==> src/rtl/core_seq_pkg.sv <==
// Shared types for the core run sequencer: FSM states, result status codes,
// and a helper for the host-owned phases.
package core_seq_pkg;

    localparam int unsigned STATUS_W = 2;

    typedef enum logic [2:0] {
        IDLE   = 3'd0,
        START  = 3'd1,
        RUN    = 3'd2,
        ABORT  = 3'd3,
        REPORT = 3'd4
    } seq_state_e;

    typedef enum logic [STATUS_W-1:0] {
        ST_OK      = 2'b00,
        ST_TIMEOUT = 2'b01,
        ST_ABORT   = 2'b10,
        ST_BADPROG = 2'b11
    } run_status_e;

    // The host may own data memory only while the core is guaranteed idle.
    function automatic logic is_host_phase(input seq_state_e st);
        return (st == IDLE) || (st == REPORT);
    endfunction

endpackage

==> src/rtl/run_timer.sv <==
// Clear/enable saturating cycle counter with a terminal-count compare against
// a selectable limit; tc_c flags the cycle whose increment reaches the limit.
module run_timer #(
    parameter int unsigned CW = 16
) (
    input  logic          clk,
    input  logic          reset_n,
    input  logic          clr_i,
    input  logic          en_i,
    input  logic [CW-1:0] limit_i,
    output logic [CW-1:0] inc_count_c,
    output logic          tc_c
);

    localparam logic [CW-1:0] CNT_MAX = '1;

    logic [CW-1:0] count_q;

    assign inc_count_c = (count_q == CNT_MAX) ? count_q : count_q + CW'(1);
    assign tc_c        = en_i && (inc_count_c == limit_i);

    always_ff @(posedge clk or negedge reset_n) begin
        if (!reset_n) begin
            count_q <= '0;
        end else if (clr_i) begin
            count_q <= '0;
        end else if (en_i) begin
            count_q <= inc_count_c;
        end
    end

endmodule

==> src/rtl/core_run_sequencer.sv <==
// Host-facing run sequencer for the single-cycle core: start pulse, done/timeout/
// abort handling, cycle count reporting and host data-memory arbitration.
module core_run_sequencer
    import core_seq_pkg::*;
#(
    parameter int unsigned CW        = 16,
    parameter int unsigned PW        = 2,
    parameter int unsigned NPROG     = 3,
    parameter int unsigned START_CYC = 2,
    parameter int unsigned TIMEOUT   = 4000
) (
    input  logic                clk,
    input  logic                reset_n,
    input  logic                host_req,
    input  logic [PW-1:0]       host_prog,
    input  logic                host_abort,
    output logic                busy,
    output logic                core_start,
    output logic                core_reset,
    input  logic                core_done,
    output logic [PW-1:0]       prog_sel,
    output logic                res_valid,
    input  logic                res_ack,
    output logic [STATUS_W-1:0] res_status,
    output logic [CW-1:0]       res_cycles,
    input  logic                hmem_req,
    output logic                hmem_gnt
);

    localparam logic [CW-1:0] START_LIMIT = CW'(START_CYC);
    localparam logic [CW-1:0] RUN_LIMIT   = CW'(TIMEOUT);
    localparam logic [PW:0]   NPROG_LIM   = (PW+1)'(NPROG);

    seq_state_e    state_q;
    logic          prog_ok_c;
    logic          tmr_clr_c;
    logic          tmr_en_c;
    logic [CW-1:0] tmr_limit_c;
    logic [CW-1:0] tmr_inc_c;
    logic          tmr_tc_c;

    assign prog_ok_c = ({1'b0, host_prog} < NPROG_LIM);

    // One timer serves both phases: start-pulse length, then RUN cycles/watchdog.
    assign tmr_en_c    = (state_q == START) || (state_q == RUN);
    assign tmr_limit_c = (state_q == START) ? START_LIMIT : RUN_LIMIT;
    assign tmr_clr_c   = (state_q == IDLE) || ((state_q == START) && tmr_tc_c);

    run_timer #(
        .CW (CW)
    ) u_run_timer (
        .clk         (clk),
        .reset_n     (reset_n),
        .clr_i       (tmr_clr_c),
        .en_i        (tmr_en_c),
        .limit_i     (tmr_limit_c),
        .inc_count_c (tmr_inc_c),
        .tc_c        (tmr_tc_c)
    );

    always_ff @(posedge clk or negedge reset_n) begin
        if (!reset_n) begin
            state_q    <= IDLE;
            busy       <= 1'b0;
            core_start <= 1'b0;
            core_reset <= 1'b0;
            prog_sel   <= '0;
            res_valid  <= 1'b0;
            res_status <= '0;
            res_cycles <= '0;
            hmem_gnt   <= 1'b0;
        end else begin
            hmem_gnt   <= hmem_req && is_host_phase(state_q);
            core_reset <= 1'b0;
            case (state_q)
                IDLE: begin
                    if (host_req) begin
                        busy <= 1'b1;
                        if (prog_ok_c) begin
                            state_q    <= START;
                            prog_sel   <= host_prog;
                            core_start <= 1'b1;
                            hmem_gnt   <= 1'b0;
                        end else begin
                            state_q    <= REPORT;
                            res_status <= ST_BADPROG;
                            res_cycles <= '0;
                            res_valid  <= 1'b1;
                        end
                    end
                end
                START: begin
                    if (host_abort) begin
                        state_q    <= ABORT;
                        core_start <= 1'b0;
                        core_reset <= 1'b1;
                        res_status <= ST_ABORT;
                        res_cycles <= '0;
                    end else if (tmr_tc_c) begin
                        state_q    <= RUN;
                        core_start <= 1'b0;
                    end
                end
                RUN: begin
                    // done beats the watchdog, which beats a host abort
                    if (core_done) begin
                        state_q    <= REPORT;
                        res_status <= ST_OK;
                        res_cycles <= tmr_inc_c;
                        res_valid  <= 1'b1;
                        hmem_gnt   <= hmem_req;
                    end else if (tmr_tc_c) begin
                        state_q    <= ABORT;
                        core_reset <= 1'b1;
                        res_status <= ST_TIMEOUT;
                        res_cycles <= tmr_inc_c;
                    end else if (host_abort) begin
                        state_q    <= ABORT;
                        core_reset <= 1'b1;
                        res_status <= ST_ABORT;
                        res_cycles <= tmr_inc_c;
                    end
                end
                ABORT: begin
                    state_q   <= REPORT;
                    res_valid <= 1'b1;
                    hmem_gnt  <= hmem_req;
                end
                REPORT: begin
                    if (res_ack) begin
                        state_q   <= IDLE;
                        res_valid <= 1'b0;
                        busy      <= 1'b0;
                    end
                end
                default: begin
                    state_q <= IDLE;
                end
            endcase
        end
    end

endmodule

==> config.mk <==
export PLATFORM = sky130hd
export DESIGN_NAME = core_run_sequencer
export DESIGN_NICKNAME = d
export VERILOG_FILES = /design/src/rtl/core_seq_pkg.sv /design/src/rtl/run_timer.sv /design/src/rtl/core_run_sequencer.sv
export SDC_FILE = /design/constraint.sdc
export NUM_CORES = 1
export LEC_CHECK = 0
export BUFFER_PORTS_ARGS = -buffer_cell sky130_fd_sc_hd__buf_2
export CAP_MARGIN = 5
export CORE_MARGIN = 1.5
export CORE_UTILIZATION = 60
export DETAILED_ROUTE_END_ITERATION = 7
export PLACE_DENSITY = 0.83
export SYNTH_ARGS = -nofsm -noshare
export SYNTH_HDL_FRONTEND = slang
export SYNTH_HIERARCHICAL = 1
export SYNTH_SLANG_ARGS = --single-unit
==> constraint.sdc <==
create_clock -name clk -period 5 [get_ports clk]
set_input_delay 0 -clock clk [delete_from_list [all_inputs] [get_ports clk]]
set_output_delay 0 -clock clk [all_outputs]
set_load 0.1 [all_outputs]
# Word level (Yosys, flattened, before mapping)
# Index checks and enable logic that the tools add are counted.
[op_classes] add_sub_neg=1 mux=46 n_reduce_logical=19 magnitude_cmp=1 n_eq_ne=14
[ops] op="16-bit two-way mux" n=9
[ops] op="16-bit case mux with 3 select lines" n=1
[ops] op="3-bit two-way mux" n=8
[ops] op="16-bit by 1-bit adder with 16-bit output, second input constant" n=1
[ops] op="16-bit by 12-bit equality test with 1-bit output" n=1
[ops] op="16-bit equality test, second input constant" n=1
[ops] op="1-bit two-way mux" n=15
[ops] op="3-bit case mux with 5 select lines" n=1
[ops] op="12-bit two-way mux" n=1
[ops] op="2-bit inequality test, second input constant" n=6
[ops] op="2-bit two-way mux" n=5
[ops] op="5-bit AND reduction" n=2
[ops] op="3-bit AND reduction" n=3
[ops] op="4-bit AND reduction" n=2
[ops] op="3-bit by 2-bit equality test with 1-bit output, second input constant" n=2
[ops] op="1-bit case mux with 2 select lines" n=3
[ops] op="2-bit case mux with 3 select lines" n=1
[ops] op="2-bit nonzero test" n=3
[ops] op="4-bit inequality test, second input constant" n=1
[ops] op="1-bit case mux with 4 select lines" n=1
[ops] op="4-bit nonzero test" n=1
[ops] op="3-bit by 1-bit equality test with 1-bit output, second input constant" n=1
[ops] op="3-bit equality test, second input constant" n=1
[ops] op="1-bit logical AND" n=3
[ops] op="other kinds (6)" n=8
[totals] input_bits=9 reg_bits=44 word_cells=91 output_inout_bits=25

# Depth between registers and ports, before layout
[depth] ltp_word=7 mapped_depth=15 ltp_nobuf=12

# Modules after synthesis
# The synthesis kept the hierarchy.
[by_module_without_submodules] mod="core_run_sequencer" n_inst=1 area_per_inst_um2=1442.6 cells_each=148 seq_area_each_um2=700.7
[by_module_without_submodules] mod="run_timer" n_inst=1 area_per_inst_um2=1427.6 cells_each=170 seq_area_each_um2=400.4

# Least setup slack after synthesis
# Ideal clock, no wire load.
[synth_timing] path_kind="register to register" startpoint="reg u_run_timer.count_q[1]" endpoint="reg u_run_timer.count_q[0]" path_buffers=2 setup_time_ps=132 period_less_slack_ps=3286 setup_slack_ps=1714 path_stages_with_launch=14 required_time_ps=4868 arrival_ps=3154 cell_sequence="dfrtp_1 -> ha_1 -> nand3_2 -> nor4_4 -> nor3_1 -> xor2_1 -> or2_0 -> a211oi_1 -> and4_1 -> inv_1 -> a211oi_1 -> buf_1 -> clkbuf_1 -> nor2_1"
[synth_via] elab_chain_len=7 elab_cells_between_ends=10 classes_between="add/sub (1); eq/ne (2); mux (3); reduce/logical (4)"
[synth_lines] item="from (decl)" line="run_timer.sv:17" text="logic [CW-1:0] count_q;"
[synth_lines] item="from (signal assigned)" line="run_timer.sv:28" text="count_q <= inc_count_c;"
[synth_lines] item="16-bit by 1-bit adder with 16-bit output / 16-bit equality test (equally long branches)" line="run_timer.sv:19" text="assign inc_count_c = (count_q == CNT_MAX) ? count_q : count_q + CW'(1);"
[synth_lines] item="16-bit two-way mux (*)" line="run_timer.sv:19"
[synth_lines] item="net tmr_inc_c[7]" line="core_run_sequencer.sv:39" text="logic [CW-1:0] tmr_inc_c;"
[synth_lines] item="16-bit by 12-bit equality test with 1-bit output (*)" line="run_timer.sv:20" text="assign tc_c = en_i && (inc_count_c == limit_i);"
[synth_lines] item="1-bit logical AND (*)" line="run_timer.sv:20"
[synth_lines] item="net tmr_tc_c" line="core_run_sequencer.sv:40" text="logic tmr_tc_c;"
[synth_lines] item="1-bit logical AND (*)" line="core_run_sequencer.sv:47" text="assign tmr_clr_c = (state_q == IDLE) || ((state_q == START) && tmr_tc_c);"
[synth_lines] item="1-bit logical OR (*)" line="core_run_sequencer.sv:47"
[synth_lines] item="net tmr_clr_c" line="core_run_sequencer.sv:36" text="logic tmr_clr_c;"
[synth_lines] item="16-bit two-way mux / 2-bit nonzero test (equally long branches)"
# The timed path passes the listed nets; every way through them passes the cells marked *. The select of a mux whose other input is x is not followed.
# A chain may end at the register's enable or synchronous reset.

# Worst setup path after layout
[layout_timing] startpoint="reg u_run_timer.count_q[0]" endpoint="reg res_cycles[14]"
[layout_via] elab_chain_len=7 elab_cells_between_ends=11 classes_between="add/sub (1); eq/ne (3); mux (5); reduce/logical (2)"
[layout_lines] item="16-bit by 1-bit adder with 16-bit output / 16-bit equality test (equally long branches)" line="run_timer.sv:19"
[layout_lines] item="16-bit two-way mux (*)" line="run_timer.sv:19"
[layout_lines] item="net tmr_inc_c[5]" line="core_run_sequencer.sv:39"
[layout_lines] item="16-bit by 12-bit equality test with 1-bit output (*)" line="run_timer.sv:20"
[layout_lines] item="1-bit logical AND (*)" line="run_timer.sv:20"
[layout_lines] item="net tmr_tc_c" line="core_run_sequencer.sv:40"
[layout_lines] item="16-bit two-way mux" line="core_run_sequencer.sv:112" text="end else if (tmr_tc_c) begin"
[layout_lines] item="16-bit two-way mux" line="core_run_sequencer.sv:106" text="if (core_done) begin"
[layout_lines] item="16-bit case mux with 3 select lines" line="core_run_sequencer.sv:75" text="case (state_q)"
[layout_lines] item="to (signal assigned)" line="core_run_sequencer.sv:109" text="res_cycles <= tmr_inc_c;"
[layout_lines] item="to (signal assigned)" line="core_run_sequencer.sv:116" text="res_cycles <= tmr_inc_c;"
[layout_lines] item="to (signal assigned)" line="core_run_sequencer.sv:121" text="res_cycles <= tmr_inc_c;"
[layout_lines] item="to (decl)" line="core_run_sequencer.sv:25" text="output logic [CW-1:0] res_cycles,"
# Marked as above.

==> flow_summary_export.csv <==
group,metric,value,unit
outcome,run_status,"finished clean",
clock_tree,tritoncts,"yes",
clock_tree,insertion_delay,290,ps
logic_synthesis,synth_xor_xnor_area_share,0.0946,
drt,wire_per_inst,15.1,um
drt,routed-via-count,2410,
cells_and_area,antenna-diode-count,0,
global_route,globalRoute.totalOverflow,0,
drt,avgViaCountPerCell,5.88,
critical_path,worst_setup_path_start_kind,"flip-flop",
logic_synthesis,ys_top_cells_by_count,"44 x sky130_fd_sc_hd__dfrtp_1, 38 x sky130_fd_sc_hd__nand2_1, 30 x sky130_fd_sc_hd__nor2_1",
die,core_region_area,4470,um2
placement,place.detailed.hpwl,4480,um
drt,postRouteWirelength,6210,um
timing,slew-limit-headroom,0.347,
die,height_of_the_die,72.2,um
cells_and_area,layout-area-overhead-vs-synth,10.5,%
timing,min_period,3920,ps
power,total_power,1640,uW
critical_path,worst_ep_required_time,5210,ps
cells_and_area,final_nets,367,
logic_synthesis,synth_area_leaders,"sky130_fd_sc_hd__dfrtp_1 38%, sky130_fd_sc_hd__mux2i_1 8.0%, sky130_fd_sc_hd__xor2_1 5.2%",
drt,route.detailed.drc,0,
drt,drt_iter0_drc,233,
die,dieArea,5210,um2
global_route,grt_start_max_net_pins,45,
logic_synthesis,synth.lib_cells_used.distinct,56,
drt,drt.antenna.violating_nets,0,
flow_run,maxCapViolations,0,
critical_path,startpoint_to_endpoint_class_of_the_critical_path,"reg2reg",
clock_tree,cts_max_path_buffers,2,
global_route,global_route_wire_length_before_repair,10500,um
die,initial_utilization,0.641,
power,ir_worst_vdd,0.466,mV
timing,fin_skew,3.35,ps
timing,setup_violations,0,
timing,finalCritPeriodShare,0.785,
timing,worst-slew-pin-transition,976,ps
timing,hold_viol,0,
clock_tree,clk_root_buffer_cell,"sky130_fd_sc_hd__clkbuf_8",
timing,finalMaxSlewViolations,0,
timing,max_freq,255,MHz
logic_synthesis,total_of_flip_flops_plus_latches_after_synthesis,44,
cells_and_area,post_route_cells_drive_above_1_share,0.159,
logic_synthesis,synthDominantAreaCellType,"sky130_fd_sc_hd__dfrtp_1",
logic_synthesis,synthesis.area,2870,um2
global_route,antenna_found_initial,0,
logic_synthesis,synth_seq_area_share,0.384,
timing,tns,0,ps
clock_tree,htree_levels,2,
logic_synthesis,post_synth_top_area_share,0.384,
logic_synthesis,synth-compound-area-share,0.143,
logic_synthesis,post-synth-top-count-cell,"sky130_fd_sc_hd__dfrtp_1",
logic_synthesis,syn_area_per_cell,9.03,um2
global_route,globalRouteTotalUtil,0.256,
logic_synthesis,synthesis.instances,318,
logic_synthesis,yosys_warnings,6,
drt,drt_pass_1_iters,5,
die,floorplan.die.width,72.2,um
critical_path,path_max_fanout,16,
logic_synthesis,synthSimpleGateAreaFrac,0.216,
clock_tree,cts-resized-gates,0,
clock_tree,clock_sinks,44,
power,power_density,518,nW/um2
logic_synthesis,synth_edf_count,0,
clock_tree,numCtsBuffers,5,
logic_synthesis,synth_top_flop_cell,"sky130_fd_sc_hd__dfrtp_1",
cells_and_area,final_core_util,0.709,
logic_synthesis,synth_top_family_by_area,"simple AND/OR/NAND/NOR gates",
critical_path,critical_path.endpoint_type,"flip-flop",
power,power.static_leakage,0.00151,uW
critical_path,cp_data_arrival_time,4130,ps
placement,port-buffer-count,33,
clock_tree,worst_setup_hold_path_clk_slew,80,ps
logic_synthesis,synthAdderAreaFrac,0.00436,
logic_synthesis,synthMuxAreaShare,0.0854,
die,num_rows,24,
die,design.portCount,34,
cells_and_area,final.fill_count,352,
global_route,number_of_global_route_vias_before_repair,2239,
placement,place_congestion,0.876,
timing,grt_setup_unrepaired,"false",
hold_path,worstHoldPathType,"in2reg",
logic_synthesis,synth-async-reset-ratio,1.00,
[final cells by class]
| class | instances | area [um2] | area share |
|---|---|---|---|
| repair buffers | 37 | 200 | 0.0631 |
| multi-input cells | 241 | 1610 | 0.508 |
| clock buffers | 8 | 90.1 | 0.0284 |
| flip-flops and latches | 44 | 1100 | 0.347 |
| well taps | 52 | 65.1 | 0.0205 |
| inverters | 28 | 105 | 0.0331 |
[registers in the layout, indices dropped and copies added, names as in the netlist, 2 cells and up]
register and count:
state_q 3, u_run_timer/count_q 16, res_status 2, res_cycles 16, prog_sel 2
[metrics by stage]
| step | hold slack [ps] | setup slack (ps) | area (um2) | std cells |
|---|---|---|---|---|
| final | 14.8 | 1080 | 3170 | 410 |
| after global routing | 37.7 | 875 | 3170 | 410 |
| after CTS | 16.4 | 1090 | 3170 | 410 |
| after detailed placement | 200 | 1150 | 3060 | 400 |
| after global placement | 196 | 1320 | 3060 | 400 |
| after floorplan | -296 | 1710 | 2920 | 331 |
[power by group]
| group | leakage [uW] | total (uW) | internal [uW] | switching [uW] |
|---|---|---|---|---|
| Sequential | 0.000584 | 503 | 419 | 83.4 |
| Clock | 0.0000455 | 225 | 113 | 113 |
| Combinational | 0.000885 | 914 | 274 | 640 |
[worst paths after layout]
kind,startpoint,to,slack (ps),cells past startpoint
max,u_run_timer/count_q[0],res_cycles[14],1080,11
min,res_ack,busy,10,4
max reg2reg,u_run_timer/count_q[0],res_cycles[14],1080,11
min reg2reg,prog_sel[1],prog_sel[1],500,1
max in group asynchronous,reset_n,u_run_timer/count_q[15],4020,2
min in group asynchronous,reset_n,res_status[0],390,2
[placed cells by master, fill, tap and decap left out, types with 3 or more instances in the layout]
cell	n
sky130_fd_sc_hd__nand3_1	9
sky130_fd_sc_hd__nand4_1	5
sky130_fd_sc_hd__clkbuf_8	6
sky130_fd_sc_hd__inv_1	28
sky130_fd_sc_hd__nor2b_1	3
sky130_fd_sc_hd__a21oi_1	10
sky130_fd_sc_hd__nor2_1	30
sky130_fd_sc_hd__and4_1	3
sky130_fd_sc_hd__mux2i_1	23
sky130_fd_sc_hd__nand2_1	38
sky130_fd_sc_hd__dfrtp_1	44
sky130_fd_sc_hd__a311oi_1	3
sky130_fd_sc_hd__xnor2_1	14
sky130_fd_sc_hd__o21ai_0	15
sky130_fd_sc_hd__buf_2	33
sky130_fd_sc_hd__o31ai_1	5
sky130_fd_sc_hd__nor3_1	5
sky130_fd_sc_hd__a211oi_1	3
sky130_fd_sc_hd__conb_1	14
sky130_fd_sc_hd__xor2_1	17
[critical path: stages (launching register included)]
cell                      delay, ps
sky130_fd_sc_hd__dfrtp_1        510
sky130_fd_sc_hd__ha_1           290
sky130_fd_sc_hd__nand3_2        200
sky130_fd_sc_hd__or4_1          750
sky130_fd_sc_hd__nand4_2        180
sky130_fd_sc_hd__xnor2_1        170
sky130_fd_sc_hd__xor2_1         200
sky130_fd_sc_hd__nor3_2          50
sky130_fd_sc_hd__and4_1         250
sky130_fd_sc_hd__o31ai_1        270
sky130_fd_sc_hd__a21o_1         670
sky130_fd_sc_hd__mux2i_1        290
[cells by family after synthesis]
| family | count (synthesis) |
|---|---|
| AOI/OAI and AO/OA | 57 |
| xor gates and xnor gates | 31 |
| adders and majority gates | 1 |
| buffers and inverters | 46 |
| DFF | 44 |
| muxes | 24 |
| other | 1 |
| and+or+nand+nor | 114 |
[layer usage]
layer / vias up / track usage / share of wire
li1: 1151 / - / -
met1: 1138 / 0.350 / 0.45
met2: 114 / 0.416 / 0.47
met3: 7 / 0.0569 / 0.077
met4: 0 / 0.0671 / 0.010
met5: - / 0 / 0
[repair_timing]
item                      in CTS  in global routing
buffers inserted               0                  0
hold endpoints to repair      45                  0
hold buffers                   2                  0
No activity file was read; power rests on OpenSTA's default activity.
